## src/rtl/uart_tx_arbiter_pkg.sv

```systemverilog
// Shared types for the UART transmit arbiter.
//   uart_data_t      : one UART byte
//   uart_arb_state_e : frame-level arbiter FSM states
//   BURST_W / GAP_W  : widths of the per-grant byte and idle counters
package uart_tx_arbiter_pkg;

  typedef logic [7:0] uart_data_t;

  typedef enum logic [2:0] {
    IDLE,
    LOAD,
    SEND,
    WAIT_ACC,
    WAIT_DONE,
    RELEASE
  } uart_arb_state_e;

  localparam int BURST_W = 8;
  localparam int GAP_W   = 10;

endpackage

```

## src/rtl/uart_rr_arbiter.sv

```systemverilog
// Combinational round-robin picker.
//   req_i     : request vector
//   ptr_i     : index of the last winner; search starts at ptr_i+1 and wraps
//   gnt_oh_o  : one-hot winner
//   gnt_idx_o : binary winner index
//   any_o     : at least one request present
// The pointer register lives in the parent.
module uart_rr_arbiter #(
  parameter int N_REQ = 4,
  parameter int IDW   = 2
) (
  input  logic [N_REQ-1:0] req_i,
  input  logic [IDW-1:0]   ptr_i,
  output logic [N_REQ-1:0] gnt_oh_o,
  output logic [IDW-1:0]   gnt_idx_o,
  output logic             any_o
);

  always_comb begin
    logic [IDW-1:0] idx;
    gnt_oh_o  = '0;
    gnt_idx_o = '0;
    any_o     = 1'b0;
    idx       = '0;
    // Walk ptr+1 .. ptr+N_REQ (mod N_REQ); the first hit wins.
    for (int k = 1; k <= N_REQ; k++) begin
      idx = IDW'((int'(ptr_i) + k) % N_REQ);
      if (!any_o && req_i[idx]) begin
        any_o         = 1'b1;
        gnt_oh_o[idx] = 1'b1;
        gnt_idx_o     = idx;
      end
    end
  end

endmodule

```

## src/rtl/uart_tx_arbiter.sv

```systemverilog
// Shares one UART transmitter among N_REQ byte-stream requesters with
// frame-granular round-robin arbitration.
//   clk, rst_n          : clock, synchronous active-low reset
//   req_valid/data/last : per-requester byte stream
//   req_ready           : one-hot accept pulse (only in LOAD, only to owner)
//   uart_tx_data        : byte to transmitter, stable from SEND to next accept
//   uart_send           : one-cycle send strobe
//   uart_tx_data_ready  : transmitter idle
//   grant_valid/id      : current owner
//   drop_timeout        : pulse when a grant is released for inactivity
// A grant ends on a last byte, after MAX_BURST bytes, or after GAP_TIMEOUT
// idle LOAD cycles.
module uart_tx_arbiter
  import uart_tx_arbiter_pkg::*;
#(
  parameter  int N_REQ       = 4,
  parameter  int MAX_BURST   = 16,
  parameter  int GAP_TIMEOUT = 64,
  localparam int IDW         = (N_REQ > 1) ? $clog2(N_REQ) : 1
) (
  input  logic                   clk,
  input  logic                   rst_n,
  input  logic       [N_REQ-1:0] req_valid,
  input  uart_data_t [N_REQ-1:0] req_data,
  input  logic       [N_REQ-1:0] req_last,
  output logic       [N_REQ-1:0] req_ready,
  output uart_data_t             uart_tx_data,
  output logic                   uart_send,
  input  logic                   uart_tx_data_ready,
  output logic                   grant_valid,
  output logic       [IDW-1:0]   grant_id,
  output logic                   drop_timeout
);

  uart_arb_state_e     state_q, state_d;
  logic [IDW-1:0]      gid_q, gid_d;
  logic [N_REQ-1:0]    goh_q, goh_d;
  logic                gvalid_q, gvalid_d;
  logic [BURST_W-1:0]  burst_q, burst_d;
  logic [GAP_W-1:0]    gap_q, gap_d;
  logic                last_q, last_d;
  uart_data_t          txd_q, txd_d;
  logic                drop_q, drop_d;
  logic [IDW-1:0]      rr_q, rr_d;

  logic [N_REQ-1:0]    pick_oh;
  logic [IDW-1:0]      pick_idx;
  logic                pick_any;
  logic                sel_valid;
  logic                accept;

  uart_rr_arbiter #(.N_REQ(N_REQ), .IDW(IDW)) u_rr (
    .req_i     (req_valid),
    .ptr_i     (rr_q),
    .gnt_oh_o  (pick_oh),
    .gnt_idx_o (pick_idx),
    .any_o     (pick_any)
  );

  // Only the owner's lane is looked at while a grant is held.
  assign sel_valid = |(req_valid & goh_q);
  assign accept    = (state_q == LOAD) && sel_valid && uart_tx_data_ready;

  // State register
  always_ff @(posedge clk) begin
    if (!rst_n) begin
      state_q  <= IDLE;
      gid_q    <= '0;
      goh_q    <= '0;
      gvalid_q <= 1'b0;
      burst_q  <= '0;
      gap_q    <= '0;
      last_q   <= 1'b0;
      txd_q    <= '0;
      drop_q   <= 1'b0;
      rr_q     <= IDW'(N_REQ - 1);
    end else begin
      state_q  <= state_d;
      gid_q    <= gid_d;
      goh_q    <= goh_d;
      gvalid_q <= gvalid_d;
      burst_q  <= burst_d;
      gap_q    <= gap_d;
      last_q   <= last_d;
      txd_q    <= txd_d;
      drop_q   <= drop_d;
      rr_q     <= rr_d;
    end
  end

  // Next-state
  always_comb begin
    state_d  = state_q;
    gid_d    = gid_q;
    goh_d    = goh_q;
    gvalid_d = gvalid_q;
    burst_d  = burst_q;
    gap_d    = gap_q;
    last_d   = last_q;
    txd_d    = txd_q;
    drop_d   = 1'b0;
    rr_d     = rr_q;
    case (state_q)
      IDLE: begin
        if (pick_any) begin
          gid_d    = pick_idx;
          goh_d    = pick_oh;
          gvalid_d = 1'b1;
          burst_d  = '0;
          gap_d    = '0;
          state_d  = LOAD;
        end
      end
      LOAD: begin
        // A busy transmitter freezes the gap counter: a requester is not
        // penalised for the transmitter's backpressure.
        if (uart_tx_data_ready) begin
          if (sel_valid) begin
            txd_d   = req_data[gid_q];
            last_d  = req_last[gid_q];
            burst_d = burst_q + 1'b1;
            gap_d   = '0;
            state_d = SEND;
          end else if (gap_q == GAP_W'(GAP_TIMEOUT - 1)) begin
            drop_d  = 1'b1;
            state_d = RELEASE;
          end else begin
            gap_d = gap_q + 1'b1;
          end
        end
      end
      SEND:      state_d = WAIT_ACC;
      WAIT_ACC:  if (!uart_tx_data_ready) state_d = WAIT_DONE;
      WAIT_DONE: begin
        if (uart_tx_data_ready) begin
          if (last_q || burst_q == BURST_W'(MAX_BURST)) state_d = RELEASE;
          else                                          state_d = LOAD;
        end
      end
      RELEASE: begin
        rr_d     = gid_q;
        gvalid_d = 1'b0;
        state_d  = IDLE;
      end
      default: state_d = IDLE;
    endcase
  end

  // Outputs
  always_comb begin
    req_ready    = accept ? goh_q : '0;
    uart_send    = (state_q == SEND);
    uart_tx_data = txd_q;
    grant_valid  = gvalid_q;
    grant_id     = gid_q;
    drop_timeout = drop_q;
  end

endmodule

```

## config.mk

```make
export PLATFORM = sky130hd
export DESIGN_NAME = uart_tx_arbiter
export DESIGN_NICKNAME = d
export VERILOG_FILES = /design/src/rtl/uart_tx_arbiter_pkg.sv /design/src/rtl/uart_rr_arbiter.sv /design/src/rtl/uart_tx_arbiter.sv
export SDC_FILE = /design/constraint.sdc
export NUM_CORES = 1
export LEC_CHECK = 0
export BUFFER_PORTS_ARGS = -buffer_cell sky130_fd_sc_hd__buf_4
export CELL_PAD_IN_SITES_DETAIL_PLACEMENT = 1
export CELL_PAD_IN_SITES_GLOBAL_PLACEMENT = 1
export CORE_MARGIN = 5
export CORE_UTILIZATION = 35
export CTS_BUF_LIST = sky130_fd_sc_hd__clkbuf_2 sky130_fd_sc_hd__clkbuf_4 sky130_fd_sc_hd__clkbuf_8
export CTS_CLUSTER_DIAMETER = 50
export DETAILED_ROUTE_END_ITERATION = 10
export PLACE_DENSITY = 0.76
export SLEW_MARGIN = 20
export SYNTH_ARGS = -nofsm -noshare
export SYNTH_HDL_FRONTEND = slang
export SYNTH_SLANG_ARGS = --single-unit
```

## constraint.sdc

```tcl
create_clock -name clk -period 7.2 [get_ports clk]
set_input_delay 0.72 -clock clk [delete_from_list [all_inputs] [get_ports clk]]
set_output_delay 0.72 -clock clk [all_outputs]
set_load 0.05 [all_outputs]
```

# Word level (Yosys, flattened, before mapping)
# Cells that the tools add are included.
dict set report totals {
  in_bits 43
  wordCells 123
  register_bits 40
  output_inout_bits 17
}
dict set report op_classes {
  bitwise_logic 7
  n_eq_ne 14
  add_sub_neg 6
  muxes 53
  order_cmp 9
  n_reduce_logical 24
}
# cell count
set ops {}
lappend ops {{$mux 10} 4}
lappend ops {{$mux 8} 4}
lappend ops {{$mux 3} 7}
lappend ops {{$mux 4} 5}
lappend ops {{$pmux 10 s2} 1}
lappend ops {{$bmux 8 s2} 1}
lappend ops {{$pmux 8 s2} 1}
lappend ops {{$lt 2x3->1 const B} 5}
lappend ops {{$mux 1} 15}
lappend ops {{$pmux 3 s5} 1}
lappend ops {{$or 4x4->4} 3}
lappend ops {{$add 10x1->10 const B} 1}
lappend ops {{$bmux 1 s2} 5}
lappend ops {{$eq 10x6->1 const B} 1}
lappend ops {{$ne 2x2->1 const B} 5}
lappend ops {{$logic_and 1x1->1} 9}
lappend ops {{$add 8x1->8 const B} 1}
lappend ops {{$demux 1 s2} 4}
lappend ops {{$eq 8x5->1 const B} 1}
lappend ops {{$ge 2x1->1 const B} 4}
lappend ops {{$mux 2} 4}
lappend ops {{$reduce_and 4->1} 2}
lappend ops {{$reduce_or 7->1} 1}
lappend ops {{$eq 3x2->1 const B} 2}
lappend ops {{17 further kinds} 26}

# Longest topological paths before layout
dict set report logic_depth {
  ltp_word 15
  depth_mapped 9
}

# Cells and area by module
# A second synthesis with hierarchy kept.
dict set report hier_totals {
  hier_cells 334
  hier_area_um2 2881.5
}
# module seq_area_each_um2 cells_per_inst area_each_um2 instances
set by_module_without_submodules {}
lappend by_module_without_submodules {uart_tx_arbiter 800.8 248 2252.2 1}
lappend by_module_without_submodules {uart_rr_arbiter 0.0 86 629.4 1}

# Worst setup path after synthesis
# OpenSTA, ideal clock, no wires.
dict set report synth_path {
  path_kind {input to output}
  start {in req_valid[2]}
  end {out req_ready[0]}
  path_buffers 2
  t_arrival_ps 2047
  slack_ps 4433
  required_ps 6480
  stages 6
  cell_sequence {buf_2 > a22oi_1 > nand2_1 > and3_1 > clkbuf_1 > and2_1}
}
dict set report synth_via {
  elab_chain_cells 5
}
# element line
set synth_rtl {}
lappend synth_rtl {{start, declared} uart_tx_arbiter.sv:23} ;# input logic [N_REQ-1:0] req_valid,
lappend synth_rtl {{$and 4x4->4} uart_tx_arbiter.sv:61} ;# assign sel_valid = |(req_valid & goh_q);
lappend synth_rtl {{$reduce_or 4->1} uart_tx_arbiter.sv:61}
lappend synth_rtl {{$logic_and 1x1->1 (2 in series)} uart_tx_arbiter.sv:62} ;# assign accept = (state_q == LOAD) && sel_valid && uart_tx_data_ready;
lappend synth_rtl {{$mux 4} uart_tx_arbiter.sv:151} ;# req_ready = accept ? goh_q : '0;
lappend synth_rtl {{end, declared} uart_tx_arbiter.sv:26} ;# output logic [N_REQ-1:0] req_ready,
# Every way passes these cells.

# Worst setup path after layout
dict set report layout_path {
  start {reg state_q[0]}
  end {out req_ready[1]}
}
dict set report layout_via {
  elab_chain_cells 4
}
# element line
set layout_rtl {}
lappend layout_rtl {{start, declared} uart_tx_arbiter.sv:35} ;# uart_arb_state_e state_q, state_d;
lappend layout_rtl {{start signal, assigned} uart_tx_arbiter.sv:78} ;# state_q <= state_d;
lappend layout_rtl {{$eq 3x1->1} uart_tx_arbiter.sv:62}
lappend layout_rtl {{$logic_and 1x1->1 (2 in series)} uart_tx_arbiter.sv:62}
lappend layout_rtl {{$mux 4} uart_tx_arbiter.sv:151}
# Every way passes these cells.

==> results.toml <==
[setup_path]
slowest_delay_ns = 0.62
required_ns = 6.48
cp_max_fo = 15
worstPathCellList = "nor3b_2 -> and3_1 -> and2_1 -> buf_4"
arrival_ns = 2.28
r2r_start = "rr_q[0]$_SDFFE_PN1P_"
crit_type = "reg2out"
worstReg2RegEnd = "grant_id[1]$_SDFFE_PN0P_"
cp_slowest_cell = "dfxtp_1"
cp_top_family = "simple AND/OR/NAND/NOR gates"
worst-r2r-cell-count = 6
r2r_slack_ns = 4.46
end_kind = "output port"
cp-start-kind = "register"
crit_cells = 4
critPathBufInv = 1

[timing]
setup_tns_ns = 0
relSlewSlack_pct = 54.2
setup_viol = 0
layout_setup_ws_ns = 4.20
final-max-slew-violation-count = 0
rsz0062_at_grt = "no"
tightest_slew_ns = 0.686
report.final.hold_viol_count = 0
hold_slack_ns = 0.464
finalClockSkew_ns = 0.00588
max_freq_mhz = 333
period_share_pct = 41.7
min_period_ns = 3.00

[cts]
cts_setup_buffers = 0
tritoncts = "yes"
holdBufCountCts = 0
clock_sinks = 40
cts.clk_slew.worst_paths_ns = 0.08
clock_latency_ns = 0.29
root_buffer = "clkbuf_8"
numCtsBuffers = 5
cts_max_path_buffers = 2
ctsResizeCount = 0
htree_levels = 2

[grt]
grt_pass1_vias = 2555
grt_first_pass_wirelength_um = 12500
grt_max_degree = 32
antenna_found_initial = 0
grtUsageTotal_pct = 15.7
overflow = 0

[cells_and_area]
fill_cells = 894
finalInstanceArea_sq_mm = 0.00320
area_growth_pct = 20.7
drive_gt1_share_pct = 25.2
regArea_sq_um = 801
multi_input_area_sq_mm = 0.00169
num-nets-final = 407
utilization_pct = 43.8
antenna_cells = 0

[route]
route.detailed.drc = 0
drt-initial-drc-count = 113
via_count = 2504
post_drt_via_cell_ratio = 5.54
dr.pass1.iters = 4
wl_per_cell_um = 16.3
wl_um = 7350
ant_nets = 0

[synthesis]
avgSynthCellArea_sq_um = 8.62
synth_largest_area_cell = "dfxtp_1"
postSynthCellCount = 307
syn_nets = 361
synth-main-ff-cell = "dfxtp_1"
synth.most_common_cell = "nand2_1"
syn-cell-area_sq_mm = 0.00265
synth.yosys.seq_area_share_pct = 30.2
postSynth.asyncResetShare_pct = 0
yosysTopAreaCellShare_pct = 30.2
yosysWarnings = 0
synth_edf_count = 0
ys_top_cells_by_count = "nand2_1 (46), dfxtp_1 (40), nor2_1 (21), o21ai_0 (15), nand3_1 (13)"
ys_ff_latch = 40
ys_top_cells_by_area = "dfxtp_1 (30%), mux4_2 (9.4%), nand2_1 (6.5%), ha_1 (5.2%), a21boi_0 (3.1%)"
ys_types = 53

[floorplanning]
fp-row-count = 31
dieArea_sq_mm = 0.00940
pin_count = 60
die_h_um = 97.0
core_area_sq_mm = 0.00729
initial_utilization_pct = 36.3
die_w_um = 97.0

[power]
p_seq_share_pct = 35.0
ir_drop_mv = 0.0966
p_sw_uw = 415
p_clk_share_pct = 17.3
comb_power_share_pct = 47.7
p_per_area_mw_per_mm2 = 292
internal_power_uw = 518
p_sw_share_pct = 44.5
p_leak_uw = 0.00123

[placement]
gp_congestion = 0.824
place_ws_ns = 4.28
placed_area_sq_mm = 0.00310
io_buffers = 59
hpwl_um = 5520

[run_status]
status = "complete, no violations"

[hold_path]
min_from = "uart_tx_data[6]$_SDFFE_PN0P_"
hold_end = "uart_tx_data[6]$_SDFFE_PN0P_"
worst_hold_path_type = "reg2reg"
hold_depth = 2

[flow_run]
cap_violations = 0
[worst min-delay path: stages (launching register included)]
cell and delay, ns:
dfxtp_1 0.31, nand2_1 0.05, a21boi_0 0.06
[flip-flops by register name, summed over array words and instances, names as in the netlist]
| signal | cells |
|---|---|
| gap_q | 10 |
| burst_q | 8 |
| uart_tx_data | 8 |
| goh_q | 4 |
| state_q | 3 |
| grant_id | 2 |
| rr_q | 2 |
| drop_timeout | 1 |
| grant_valid | 1 |
| last_q | 1 |
[per-layer routing]
layer	track usage (%)	vias to the layer above	routed length, um
met2	28.1	39	3830
met3	3.45	9	258
li1	-	1208	-
met1	18.8	1248	3170
met5	0	-	0
met4	4.54	0	89
[power groups by stage]
stage / sequential, uW / clock, uW / combinational [uW]
5_1_grt: 337 / 174 / 490
2_1_floorplan: 327 / 0 / 336
6_report: 326 / 161 / 445
3_3_place_gp: 331 / 0 / 434
3_5_place_dp: 333 / 0 / 446
4_1_cts: 328 / 168 / 448
[how the worst max path moves through the flow]
| stage | startpoint | to | slack, ns |
|---|---|---|---|
| floorplan | req_valid[2] | req_ready[0] | 4.43 |
| global placement | req_valid[2] | req_ready[0] | 4.37 |
| detailed placement | req_valid[2] | req_ready[1] | 4.28 |
| CTS | state_q[0]$_SDFFE_PN0P_ | req_ready[1] | 4.17 |
| global route | state_q[0]$_SDFFE_PN0P_ | req_ready[1] | 4.02 |
| finish | state_q[0]$_SDFFE_PN0P_ | req_ready[1] | 4.20 |
[layout by cell type (no fill, tap or decap), types with 9 or more instances in the layout]
master	netlist	layout
buf_4	0	59
nand2_1	46	46
dfxtp_1	40	40
nor2_1	21	21
o21ai_0	15	15
nand3_1	13	13
inv_1	11	11
mux4_2	11	11
a21boi_0	11	11
ha_1	11	11
nor3_1	9	9
[cell type report]
cell class                 instances  area share [%]
clock buffer                       7            3.01
inverter                          11            1.29
multi-input combinational        236            52.9
sequential                        40            25.0
tap                               99            3.87
timing repair buffer              59            13.9
[stage by stage]
stage	total power, uW	std cells
2_1_floorplan	663	307
5_1_grt	1000	452
3_5_place_dp	778	445
4_1_cts	944	452
6_report	933	452
3_3_place_gp	765	445
[kinds of logic after synthesis]
family	after synthesis	share of synthesized area (%)
simple gates	127	23.7
compound gates	76	21.9
flops	40	30.2
buf+inv	31	5.86
mux	13	10.1
fa+ha+maj	11	5.20
xor+xnor	9	2.98
(Power assumes the default switching activity.)
